[src/rtl/regfile_pkg.sv]
// Shared types and defaults for the register-bank write arbiter.
// Holds the FSM state encoding, grant encoding and default bank geometry.
package regfile_pkg;

  localparam int N_DEF = 4;
  localparam int W_DEF = 8;

  typedef enum logic [0:0] {
    ARB_IDLE  = 1'b0,
    ARB_CLEAR = 1'b1
  } arb_state_t;

  localparam logic GRANT_A = 1'b0;
  localparam logic GRANT_B = 1'b1;

endpackage

[src/rtl/regfile_write_arbiter_arb.sv]
// Combinational two-way round-robin grant. A lone valid requester always wins;
// with both valid, the requester that was not granted most recently wins.
module rr_arbiter2
  import regfile_pkg::*;
(
  input  logic valid_a,
  input  logic valid_b,
  input  logic last_grant,
  output logic grant_a,
  output logic grant_b
);

  always_comb begin
    grant_a = valid_a && (!valid_b || (last_grant == GRANT_B));
    grant_b = valid_b && (!valid_a || (last_grant == GRANT_A));
  end

endmodule

[src/rtl/regfile_write_arbiter.sv]
// Shares the register-bank write port between requesters A and B, and runs a clear sweep.
// Optional per-requester transfer counters are built when REGFILE_ARB_STATS_EN is defined.
module regfile_write_arbiter
  import regfile_pkg::*;
#(
  parameter int            N         = N_DEF,
  parameter int            W         = W_DEF,
  parameter logic [W-1:0]  CLEAR_VAL = '0
)
(
  input  logic         clk,
  input  logic         rst_n,
  input  logic         a_valid,
  input  logic [N-1:0] a_addr,
  input  logic [W-1:0] a_data,
  output logic         a_ready,
  input  logic         b_valid,
  input  logic [N-1:0] b_addr,
  input  logic [W-1:0] b_data,
  output logic         b_ready,
  input  logic         clr_start,
  output logic         busy,
  output logic         rf_we,
  output logic [N-1:0] rf_addr,
  output logic [W-1:0] rf_data,
  output logic         last_grant
`ifdef REGFILE_ARB_STATS_EN
  ,
  output logic [15:0]  cnt_a,
  output logic [15:0]  cnt_b
`endif
);

  localparam logic [N-1:0] LAST_ADDR = {N{1'b1}};
  localparam logic [N-1:0] ADDR_ONE  = N'(1);

  arb_state_t   state_q, state_d;
  logic [N-1:0] clr_cnt_q, clr_cnt_d;
  logic         last_grant_q, last_grant_d;
  logic         busy_q, busy_d;

  logic         vld_p0;
  logic [N-1:0] addr_p0;
  logic [W-1:0] data_p0;

  logic         vld_p1;
  logic [N-1:0] addr_p1;
  logic [W-1:0] data_p1;

  logic         gnt_a, gnt_b;
  logic         arb_en;
  logic         a_xfer, b_xfer;

  rr_arbiter2 u_rr (
    .valid_a    (a_valid),
    .valid_b    (b_valid),
    .last_grant (last_grant_q),
    .grant_a    (gnt_a),
    .grant_b    (gnt_b)
  );

  // Stage p0: handshake, arbitration and next-state selection
  always_comb begin
    arb_en  = (state_q == ARB_IDLE) && !clr_start;
    a_ready = arb_en && gnt_a;
    b_ready = arb_en && gnt_b;
    a_xfer  = a_valid && a_ready;
    b_xfer  = b_valid && b_ready;
  end

  always_comb begin
    state_d      = state_q;
    clr_cnt_d    = clr_cnt_q;
    last_grant_d = last_grant_q;
    busy_d       = 1'b0;
    vld_p0       = 1'b0;
    addr_p0      = addr_p1;
    data_p0      = data_p1;
    case (state_q)
      ARB_IDLE: begin
        if (clr_start) begin
          state_d   = ARB_CLEAR;
          clr_cnt_d = '0;
          busy_d    = 1'b1;
          vld_p0    = 1'b1;
          addr_p0   = '0;
          data_p0   = CLEAR_VAL;
        end else if (a_xfer) begin
          last_grant_d = GRANT_A;
          vld_p0       = 1'b1;
          addr_p0      = a_addr;
          data_p0      = a_data;
        end else if (b_xfer) begin
          last_grant_d = GRANT_B;
          vld_p0       = 1'b1;
          addr_p0      = b_addr;
          data_p0      = b_data;
        end
      end
      ARB_CLEAR: begin
        // clr_cnt_q is the address on the bank this cycle; busy tracks the CLEAR state exactly
        if (clr_cnt_q == LAST_ADDR) begin
          state_d = ARB_IDLE;
        end else begin
          clr_cnt_d = clr_cnt_q + ADDR_ONE;
          busy_d    = 1'b1;
          vld_p0    = 1'b1;
          addr_p0   = clr_cnt_q + ADDR_ONE;
          data_p0   = CLEAR_VAL;
        end
      end
      default: state_d = ARB_IDLE;
    endcase
  end

  // Stage p1: registered bank write port and control state
  always_ff @(posedge clk or negedge rst_n) begin
    if (!rst_n) begin
      state_q      <= ARB_IDLE;
      clr_cnt_q    <= '0;
      last_grant_q <= GRANT_B;
      busy_q       <= 1'b0;
      vld_p1       <= 1'b0;
      addr_p1      <= '0;
      data_p1      <= '0;
    end else begin
      state_q      <= state_d;
      clr_cnt_q    <= clr_cnt_d;
      last_grant_q <= last_grant_d;
      busy_q       <= busy_d;
      vld_p1       <= vld_p0;
      addr_p1      <= addr_p0;
      data_p1      <= data_p0;
    end
  end

  assign rf_we      = vld_p1;
  assign rf_addr    = addr_p1;
  assign rf_data    = data_p1;
  assign busy       = busy_q;
  assign last_grant = last_grant_q;

`ifdef REGFILE_ARB_STATS_EN
  function automatic logic [15:0] sat_inc16(input logic [15:0] v);
    return (v == 16'hFFFF) ? v : v + 16'd1;
  endfunction

  logic [15:0] cnt_a_q, cnt_b_q;

  // Stage p1: transfer counters, clear writes never reach these
  always_ff @(posedge clk or negedge rst_n) begin
    if (!rst_n) begin
      cnt_a_q <= '0;
      cnt_b_q <= '0;
    end else begin
      if (a_xfer) cnt_a_q <= sat_inc16(cnt_a_q);
      if (b_xfer) cnt_b_q <= sat_inc16(cnt_b_q);
    end
  end

  assign cnt_a = cnt_a_q;
  assign cnt_b = cnt_b_q;
`endif

endmodule
[config.mk]
export PLATFORM = sky130hd
export DESIGN_NAME = regfile_write_arbiter
export DESIGN_NICKNAME = d
export VERILOG_FILES = /design/src/rtl/regfile_pkg.sv /design/src/rtl/regfile_write_arbiter_arb.sv /design/src/rtl/regfile_write_arbiter.sv
export SDC_FILE = /design/constraint.sdc
export NUM_CORES = 1
export LEC_CHECK = 0
export BUFFER_PORTS_ARGS = -buffer_cell sky130_fd_sc_hd__buf_2
export CORE_ASPECT_RATIO = 0.75
export CORE_MARGIN = 2
export CORE_UTILIZATION = 49
export CTS_CLUSTER_DIAMETER = 80
export DETAILED_ROUTE_END_ITERATION = 6
export GPL_ROUTABILITY_DRIVEN = 0
export PLACE_DENSITY = 0.82
export SKIP_LAST_GASP = 1
export SLEW_MARGIN = 20
export SYNTH_ARGS = -nofsm -noshare
export SYNTH_HDL_FRONTEND = slang
export SYNTH_HIERARCHICAL = 1
export SYNTH_SLANG_ARGS = --single-unit
[constraint.sdc]
create_clock -name clk -period 4.5 [get_ports clk]
set_input_delay 0.675 -clock clk [delete_from_list [all_inputs] [get_ports clk]]
set_output_delay 0.675 -clock clk [all_outputs]
set_load 0.02 [all_outputs]
==> results.md, run 1 <==
Worst setup path
• Critical Path AT: 1.39 ns
• critical path launch point type: flip-flop
• Buffers & Inverters on Critical Path: 2
• slowest stage cell, crit path: sky130_fd_sc_hd__dfstp_2
• critical-path cell list: inv_1 > a21boi_1 > and2_1 > buf_2
• largest delay contributor family on the critical path: flip-flops
• data required time at the worst endpoint: 3.83 ns
• maximum single-stage delay on the critical path: 0.57 ns
• maximum fanout encountered on the critical timing path: 4
• R2R cell count: 6
• kind of critical path: reg -> out
• capturing element type of the critical path: output pin
• Crit. path cell count: 4

Synthesis
• cells after synthesis: 91
• Synth Register Bits: 19
• Yosys warning count: 6
• Seq/Total Area, Yosys: 45.8%
• synthesized area divided by synthesized cell count: 11.4 µm²
• Top FF cell, synth: sky130_fd_sc_hd__dfrtp_1
• fraction of synthesis flops using an asynchronous set or reset pin: 100%
• Syn Nets: 121
• synthesized cell area: 0.00104 mm²
• leading cell type by number of instances after synthesis: sky130_fd_sc_hd__dfrtp_1
• Synth top area share: 43.3%
• Post-synth EDFFs: 0
• top cells by instance count after synthesis: sky130_fd_sc_hd__dfrtp_1, sky130_fd_sc_hd__nand2_1, sky130_fd_sc_hd__mux2i_1, sky130_fd_sc_hd__o31ai_2, sky130_fd_sc_hd__mux2_2
• Distinct cells, synth: 32
• Area contributors post-synth: sky130_fd_sc_hd__dfrtp_1, sky130_fd_sc_hd__mux2i_1, sky130_fd_sc_hd__o31ai_2, sky130_fd_sc_hd__nand2_1, sky130_fd_sc_hd__mux2_2
• cell type contributing the most total cell area after synthesis: sky130_fd_sc_hd__dfrtp_1

Place
• # port buffers: 45
• post-detailed-placement half-perimeter wirelength: 1740 µm
• dpl cells: 155

GRT
• vias in the first global route: 834
• remaining global-route overflow: 0
• largest net degree at the start of global routing: 22
• global-route wire length before repair: 3700 µm
• Tot GR Track Use: 19.4%
• number of antenna violations at the first check in global routing: 0

Die
• Initial Utilization: 51.7%
• die footprint: 0.00251 mm²
• Core ar.: 0.00201 mm²
• width of the die: 57.2 µm
• IO Pins: 46
• number of rows created at floorplan: 14
• die height: 43.9 µm

Clock network
• clock buffer count from CTS: 3
• hold-fix buffers at CTS: 0
• CTS tree: done
• buffers inserted by post-CTS timing repair: 0
• clock latency of the later-clocked register in the worst-skew pair: 0.30 ns
• deepest level of the CTS H-tree: 1
• clock slew seen by the registers of the worst setup and hold paths: 0.11 ns
• count of instances resized after the clock tree is built: 0
• largest buffer count on any clock path: 2
• buffer cell driving the clock tree root: sky130_fd_sc_hd__clkbuf_4
• TritonCTS Sinks: 19

Cells and area
• layout-stage area growth over the synthesis result: 22.7%
• Total Nets Final: 166
• share of layout cells above drive strength 1: 49.6%
• Antenna diodes: 0
• Final Non-Filler Cells: 159
• Filler cells: 162

STA
• number of max-slew violations in the final report: 0
• final sum of negative setup slack: 0 ns
• final critical-path required period: 2.06 ns
• post-route clock skew: 0.00827 ns
• share of the cycle needed by the critical path after routing: 45.8%
• unrepaired setup endpoints after global routing: no
• Setup-failing EPs final: 0
• worst slew margin relative to its limit: 59.4%
• total count of hold-check failures in the final report: 0
• Max Clk Rate: 485 MHz
• transition time at the pin with the least slew margin: 0.609 ns
• tightest hold margin: 0.284 ns

Route
• max layer used: met4
• number of remaining DRC errors: 0
• Met2 Wirelength: 1110 µm
• average wire per standard cell: 13.7 µm
• routed vias: 838
• remaining antenna violation count after routing: 0
• detailed-routed wire length on met3: 114 µm
• routed via count divided by cell count: 5.27
• count of routing violations after the opening detailed-route iteration: 11
• routed wire length: 2180 µm
• Metal-1 WL: 910 µm
• number of iterations in the first detailed-routing pass: 4

Power and ir drop
• static leakage power: 0.685 nW
• worst supply voltage drop on vdd: 0.000411 V
• power density normalized to cell area: 553 mW/mm²

Min path
• type of the tightest min-delay check: in -> async

Outcome
• outcome: complete, no violations

Flow run
• MaxCap Viol Count: 0

[final cells by class]
class | count | area [µm²] | area share, %
Clock inverter | 1 | 5.00 | 0.392
Timing Repair Buffer | 45 | 225 | 17.6
Tap cell | 24 | 30.0 | 2.35
Multi-Input combinational cell | 63 | 503 | 39.4
Clock buffer | 3 | 22.5 | 1.76
Sequential cell | 19 | 477 | 37.3
Inverter | 4 | 15.0 | 1.18
[final timing paths]
| check | from | to | slack, ns |
|---|---|---|---|
| min reg2reg | rf_addr[1] | rf_addr[1] | 0.49 |
| min in group clk | rf_addr[1] | rf_addr[1] | 0.49 |
| max in group asynchronous | rst_n | last_grant | 3.88 |
| min | rst_n | clr_cnt_q[1] | 0.28 |
| max reg2reg | last_grant | rf_addr[2] | 2.46 |
| max | last_grant | a_ready | 2.44 |
[cell families (layout without fill, tap and decap cells)]
group	after synthesis	in the layout	share of synthesized area [%]
AND/OR/NAND/NOR	25	25	11.8
AO/OA/AOI/OAI	21	21	19.7
flip-flops	19	19	45.8
multiplexers	14	14	13.9
buffers and inverters	9	53	5.89
XOR/XNOR	2	2	1.68
adder cells (fa/ha/maj)	1	1	1.20
[placed cells by master, fill, tap and decap left out, types with 2 or more instances in the layout]
master	count
sky130_fd_sc_hd__buf_2	45
sky130_fd_sc_hd__dfrtp_1	18
sky130_fd_sc_hd__nand2_1	16
sky130_fd_sc_hd__mux2i_1	10
sky130_fd_sc_hd__o31ai_2	8
sky130_fd_sc_hd__mux2_2	4
sky130_fd_sc_hd__inv_1	3
sky130_fd_sc_hd__o21ai_0	3
sky130_fd_sc_hd__clkbuf_4	3
sky130_fd_sc_hd__and2_1	2
sky130_fd_sc_hd__a22oi_1	2
[flip-flops by register name, indices dropped and copies added (netlist names)]
name,flops
rf_data,8
busy,1
last_grant,1
rf_we,1
rf_addr,4
clr_cnt_q,4
[through the flow]
| step | worst slack [ns] | area [µm²] | util, % | total power (W) |
|---|---|---|---|---|
| 2_1_floorplan | 2.71 | 1040 | - | 0.000549 |
| 6_report | 2.44 | 1280 | 63.4 | 0.000706 |
| 3_3_place_gp | 2.29 | 1250 | 62.0 | 0.000613 |
| 5_1_grt | 2.31 | 1280 | 63.4 | 0.000763 |
| 3_5_place_dp | 2.24 | 1250 | 62.0 | 0.000628 |
| 4_1_cts | 2.42 | 1280 | 63.4 | 0.000713 |
[routing by layer]
layer	vias to the layer above	GRT usage (%)
li1	413	-
met1	390	23.7
met2	29	33.8
met3	6	4.78
met4	0	6.98
met5	-	0
[where the power goes]
part	internal, W	switching [W]	leakage [nW]	total [W]
registers	0.000235	0.0000538	0.235	0.000289
logic	0.000145	0.000187	0.432	0.000333
clock network	0.0000332	0.0000519	0.0177	0.0000851
total	0.000413	0.000293	0.685	0.000706
Note: power is estimated with default switching activity, not from simulation.
==> inputs of run 2 (changes only) <==
- CORE_UTILIZATION: 49 -> 46
- PLACE_DENSITY: 0.82 -> 0.78
- clock period: 4.5 -> 2.05 ns (I/O delays scaled with it)
==> results.md, run 2 (synthesis results as in run 1) <==
Outcome
• outcome: finished, violations left
• failing checks: design-rule violations

Cells and area
• Total Nets Final: 169
• share of layout cells above drive strength 1: 49.3%
• max FFs per register: 8
• Filler cells: 183
• Antenna diodes: 0
• layout-stage area growth over the synthesis result: 25.0%
• Final Non-Filler Cells: 162
• highest-count cells in the layout ignoring fill and taps: sky130_fd_sc_hd__buf_2, sky130_fd_sc_hd__dfrtp_1, sky130_fd_sc_hd__nand2_1, sky130_fd_sc_hd__mux2i_1, sky130_fd_sc_hd__o31ai_2
• most common cell after layout, fill and taps aside: sky130_fd_sc_hd__buf_2

Clock network
• largest buffer count on any clock path: 2
• TritonCTS Sinks: 19
• hold-fix buffers at CTS: 1
• clock slew seen by the registers of the worst setup and hold paths: 0.11 ns
• clock latency of the later-clocked register in the worst-skew pair: 0.29 ns
• CTS tree: done
• buffer cell driving the clock tree root: sky130_fd_sc_hd__clkbuf_4
• deepest level of the CTS H-tree: 1
• clock buffer count from CTS: 3
• count of instances resized after the clock tree is built: 0
• buffers inserted by post-CTS timing repair: 0

Worst setup path
• capturing element type of the critical path: flip-flop
• slowest stage cell, crit path: sky130_fd_sc_hd__dfstp_2
• maximum single-stage delay on the critical path: 0.57 ns
• data required time at the worst endpoint: 2.24 ns
• critical path launch point type: flip-flop
• Critical Path AT: 2.03 ns
• kind of critical path: reg -> reg
• critical-path cell list: inv_1 > a21boi_1 > nand2_2 > a31o_4 > inv_2 > mux2_2
• maximum fanout encountered on the critical timing path: 21
• R2R cell count: 6

GRT
• peak-usage layer in the global routing report: met2
• number of antenna violations at the first check in global routing: 0
• Tot GR Track Use: 18.5%
• global-route track usage on met2: 31.8%
• vias in the first global route: 819
• met3 usage in global routing: 4.87%
• met1 usage in global routing: 23.0%
• remaining global-route overflow: 0
• global-route wire length before repair: 3640 µm
• largest net degree at the start of global routing: 22

Route
• routed vias: 865
• routed via count divided by cell count: 5.34
• average wire per standard cell: 13.5 µm
• routed wire length: 2190 µm
• number of remaining DRC errors: 2
• number of iterations in the first detailed-routing pass: 6
• remaining antenna violation count after routing: 0
• count of routing violations after the opening detailed-route iteration: 22

STA
• tightest hold margin: 0.346 ns
• Max Clk Rate: 544 MHz
• total count of hold-check failures in the final report: 0
• number of max-slew violations in the final report: 0
• share of the cycle needed by the critical path after routing: 89.7%
• post-route clock skew: 0.00610 ns
• worst slew margin relative to its limit: 71.5%
• worst setup slack after layout: 0.210 ns
• transition time at the pin with the least slew margin: 0.428 ns
• unrepaired setup endpoints after global routing: no
• Setup-failing EPs final: 0
• final critical-path required period: 1.84 ns
• final sum of negative setup slack: 0 ns

Flow run
• MaxCap Viol Count: 0

Power and ir drop
• static leakage power: 0.695 nW
• worst supply voltage drop on vdd: 0.000671 V
• power density normalized to cell area: 1190 mW/mm²

Min path
• type of the tightest min-delay check: in -> reg
• hold path cells: 3

Die
• IO Pins: 46
• die footprint: 0.00266 mm²
• width of the die: 58.9 µm
• number of rows created at floorplan: 14
• die height: 45.2 µm
• Core ar.: 0.00207 mm²
• Initial Utilization: 50.4%

Place
• Placement Setup Slack: 0.209 ns
• dpl cells: 157
• post-detailed-placement half-perimeter wirelength: 1750 µm
• # port buffers: 45

-- run 2: cell types whose count changed in the layout (fill, tap and decap cells not counted), sizes merged --
cell         previous run  this run
clkbuf                  3         4
dlygate4sd3             0         1
clkinv                  1         0
buf                    45        47
-- run 2: final timing paths --
path                            start      endpoint  slack, ns
setup / recovery           last_grant    rf_addr[0]       0.21
hold / removal              a_data[4]    rf_data[4]       0.35
setup reg to reg           last_grant    rf_addr[0]       0.21
hold reg to reg            rf_data[3]    rf_data[3]       0.49
max in group asynchronous       rst_n    last_grant       1.24
min in group asynchronous       rst_n  clr_cnt_q[2]       0.47
-- run 2: layer usage --
metal	vias to the layer above	part of all wire, %
met5	-	0
met4	0	0.87
met3	2	5.8
met2	29	49
met1	409	44
li1	425	-
-- run 2: power breakdown --
group | switching [W] | leakage [nW] | total [W] | internal, W
sequential | 0.000115 | 0.235 | 0.000631 | 0.000516
clock | 0.000111 | 0.0150 | 0.000186 | 0.0000757
combinational | 0.000409 | 0.445 | 0.000737 | 0.000329
total | 0.000634 | 0.695 | 0.00155 | 0.000920
-- run 2: through the flow --
step / utilization [%] / instance area [µm²] / power (W)
after detailed placement: 61.2 / 1260 / 0.00138
after global routing: 63.0 / 1300 / 0.00169
after floorplan: - / 1040 / 0.00120
after CTS: 63.0 / 1300 / 0.00157
final: 63.0 / 1300 / 0.00155
after global placement: 61.2 / 1260 / 0.00136
-- run 2: layout make-up --
type                            count  area (µm²)  area share [%]
Clock buffer                        4        26.3            2.02
Inverter                            4        15.0            1.15
Multi-Input combinational cell     63         503            38.7
Sequential cell                    19         477            36.6
Tap cell                           24        30.0            2.31
Timing Repair Buffer               48         250            19.2
-- run 2: worst max-delay path: cells and delay by family, from the launching register on --
kind	cells	cell delay (ns)
compound gates	2	0.55
mux	1	0.33
buf+inv	2	0.14
flops	1	0.57
simple gates	1	0.15
==> inputs of run 3 (changes only) <==
- ABC_AREA: not set -> 1
==> results.md, run 3 <==
STA
• transition time at the pin with the least slew margin: 0.426 ns
• Max Clk Rate: 545 MHz
• unrepaired setup endpoints after global routing: no
• post-route clock skew: 0.0116 ns
• share of the cycle needed by the critical path after routing: 89.5%
• worst slew margin relative to its limit: 71.6%
• number of max-slew violations in the final report: 0
• final sum of negative setup slack: 0 ns
• final critical-path required period: 1.83 ns
• total count of hold-check failures in the final report: 0
• Setup-failing EPs final: 0

Power and ir drop
• static leakage power: 0.773 nW
• worst supply voltage drop on vdd: 0.000588 V
• power density normalized to cell area: 1160 mW/mm²

Die
• die footprint: 0.00271 mm²
• width of the die: 59.5 µm
• IO Pins: 46
• die height: 45.6 µm
• Initial Utilization: 47.6%
• Core ar.: 0.00223 mm²
• number of rows created at floorplan: 15

Worst setup path
• data required time at the worst endpoint: 1.74 ns
• critical path launch point type: flip-flop
• dominant cell type by count on the critical path: sky130_fd_sc_hd__inv_1
• kind of critical path: reg -> out
• worst-case register-to-register setup slack: 0.37 ns
• Crit. path cell count: 6
• largest delay contributor family on the critical path: flip-flops
• capturing element type of the critical path: output pin
• maximum single-stage delay on the critical path: 0.57 ns
• maximum fanout encountered on the critical timing path: 5
• Critical Path AT: 1.53 ns
• critical-path cell list: inv_1 > a21oi_2 > buf_4 > inv_1 > nor2_1 > buf_2
• Buffers & Inverters on Critical Path: 4
• slowest stage cell, crit path: sky130_fd_sc_hd__dfstp_2
• R2R cell count: 6

Route
• remaining antenna violation count after routing: 0
• routed via count divided by cell count: 4.85
• routed wire length: 2350 µm
• number of iterations in the first detailed-routing pass: 4
• average wire per standard cell: 11.1 µm
• count of routing violations after the opening detailed-route iteration: 46
• routed vias: 1,029
• number of remaining DRC errors: 0

Synthesis
• Synth top area share: 42.4%
• leading cell type by number of instances after synthesis: sky130_fd_sc_hd__nand2_1
• Seq/Total Area, Yosys: 44.9%
• synthesized cell area: 0.00106 mm²
• Synth Register Bits: 19
• fraction of synthesis flops using an asynchronous set or reset pin: 100%
• Post-synth EDFFs: 0
• Top FF cell, synth: sky130_fd_sc_hd__dfrtp_1
• Syn Nets: 169
• synthesized area divided by synthesized cell count: 7.64 µm²
• Yosys warning count: 6
• top cells by instance count after synthesis: sky130_fd_sc_hd__nand2_1, sky130_fd_sc_hd__o21ai_0, sky130_fd_sc_hd__dfrtp_1, sky130_fd_sc_hd__inv_1, sky130_fd_sc_hd__nand3_1
• cells after synthesis: 139
• cell type contributing the most total cell area after synthesis: sky130_fd_sc_hd__dfrtp_1
• Area contributors post-synth: sky130_fd_sc_hd__dfrtp_1, sky130_fd_sc_hd__nand2_1, sky130_fd_sc_hd__o21ai_0, sky130_fd_sc_hd__inv_1, sky130_fd_sc_hd__nand3_1
• Distinct cells, synth: 22

Place
• # port buffers: 45
• post-placement cell area: 0.00131 mm²
• post-detailed-placement half-perimeter wirelength: 1820 µm

Cells and area
• final design area excluding fillers: 0.00134 mm²
• max FFs per register: 8
• most common cell after layout, fill and taps aside: sky130_fd_sc_hd__nand2_1
• highest-count cells in the layout ignoring fill and taps: sky130_fd_sc_hd__nand2_1, sky130_fd_sc_hd__buf_2, sky130_fd_sc_hd__o21ai_0, sky130_fd_sc_hd__dfrtp_1, sky130_fd_sc_hd__inv_1
• final core utilization: 60.1%
• Total Nets Final: 218
• share of layout cells above drive strength 1: 33.2%
• layout-stage area growth over the synthesis result: 26.3%
• Filler cells: 214
• Antenna diodes: 0

Clock network
• clock latency of the later-clocked register in the worst-skew pair: 0.30 ns
• buffer cell driving the clock tree root: sky130_fd_sc_hd__clkbuf_4
• TritonCTS Sinks: 19
• deepest level of the CTS H-tree: 1
• clock slew seen by the registers of the worst setup and hold paths: 0.11 ns
• buffers inserted by post-CTS timing repair: 0
• CTS tree: done
• clock buffer count from CTS: 3
• count of instances resized after the clock tree is built: 0
• hold-fix buffers at CTS: 1
• largest buffer count on any clock path: 2

GRT
• remaining global-route overflow: 0
• global-route wire length before repair: 3700 µm
• number of antenna violations at the first check in global routing: 0
• vias in the first global route: 830
• largest net degree at the start of global routing: 21
• Tot GR Track Use: 18.6%

Min path
• type of the tightest min-delay check: in -> reg
• hold path cells: 3

Flow run
• MaxCap Viol Count: 0

Outcome
• outcome: complete, no violations

==> run 3: cell count changes in the layout (fill, tap and decap cells not counted), sizes merged, moves of 2 or more <==
| cell | change |
|---|---|
| inv | +14 |
| and2 | -2 |
| o21ai | +18 |
| mux2 | -4 |
| mux2i | -10 |
| a22oi | -2 |
| o31ai | -9 |
| nand2 | +37 |
| nand3 | +8 |
| nand4 | +4 |
==> run 3: cells by family (layout without fill, tap and decap cells) <==
group	Yosys count	after routing	synth area share, %
DFF	19	19	44.9
AOI/OAI and AO/OA	24	24	13.9
buffers and inverters	23	71	9.78
and+or+nand+nor	72	72	30.3
adders and majority gates	1	1	1.18
==> run 3: per-stage QoR <==
step / power, W / hold WS (ns) / cells / worst slack [ns]
final: 0.00155 / 0.328 / 212 / 0.215
after global placement: 0.00136 / 0.265 / 207 / 0.443
after CTS: 0.00157 / 0.329 / 212 / 0.207
after floorplan: 0.00117 / 0.0119 / 139 / 0.427
after global routing: 0.00171 / 0.335 / 212 / 0.132
after detailed placement: 0.00138 / 0.271 / 207 / 0.372
==> run 3: metal layers <==
metal | vias to the layer above | track usage [%] | share of wire (%)
li1 | 537 | - | -
met1 | 449 | 25.4 | 47
met2 | 41 | 27.5 | 43
met3 | 2 | 7.67 | 9.5
met4 | 0 | 4.44 | 0.42
met5 | - | 0 | 0
==> run 3: final cells by class <==
type	instances	area, µm²	share of cell area [%]
Sequential cell	19	477	35.5
Multi-Input combinational cell	97	482	35.9
Inverter	18	67.6	5.04
Tap cell	25	31.3	2.33
Clock buffer	4	26.3	1.96
Timing Repair Buffer	49	258	19.2
==> run 3: path summary, 6_finish.rpt <==
check                        endpoint        from
setup / recovery              a_ready  last_grant
hold / removal             rf_data[1]   a_data[1]
setup reg to reg           rf_data[0]        busy
hold reg to reg            rf_addr[2]  rf_addr[2]
max in group asynchronous  last_grant       rst_n
min in group asynchronous  rf_data[7]       rst_n
==> run 3: power by group <==
part | switching (W) | internal, W
sequential | 0.000102 | 0.000520
clock | 0.000111 | 0.0000758
combinational | 0.000484 | 0.000262
==> run 3: tightest hold or removal path: stages <==
cell	delay, ns
sky130_fd_sc_hd__buf_2	0.07
sky130_fd_sc_hd__o21ai_0	0.07
sky130_fd_sc_hd__o21ai_0	0.15
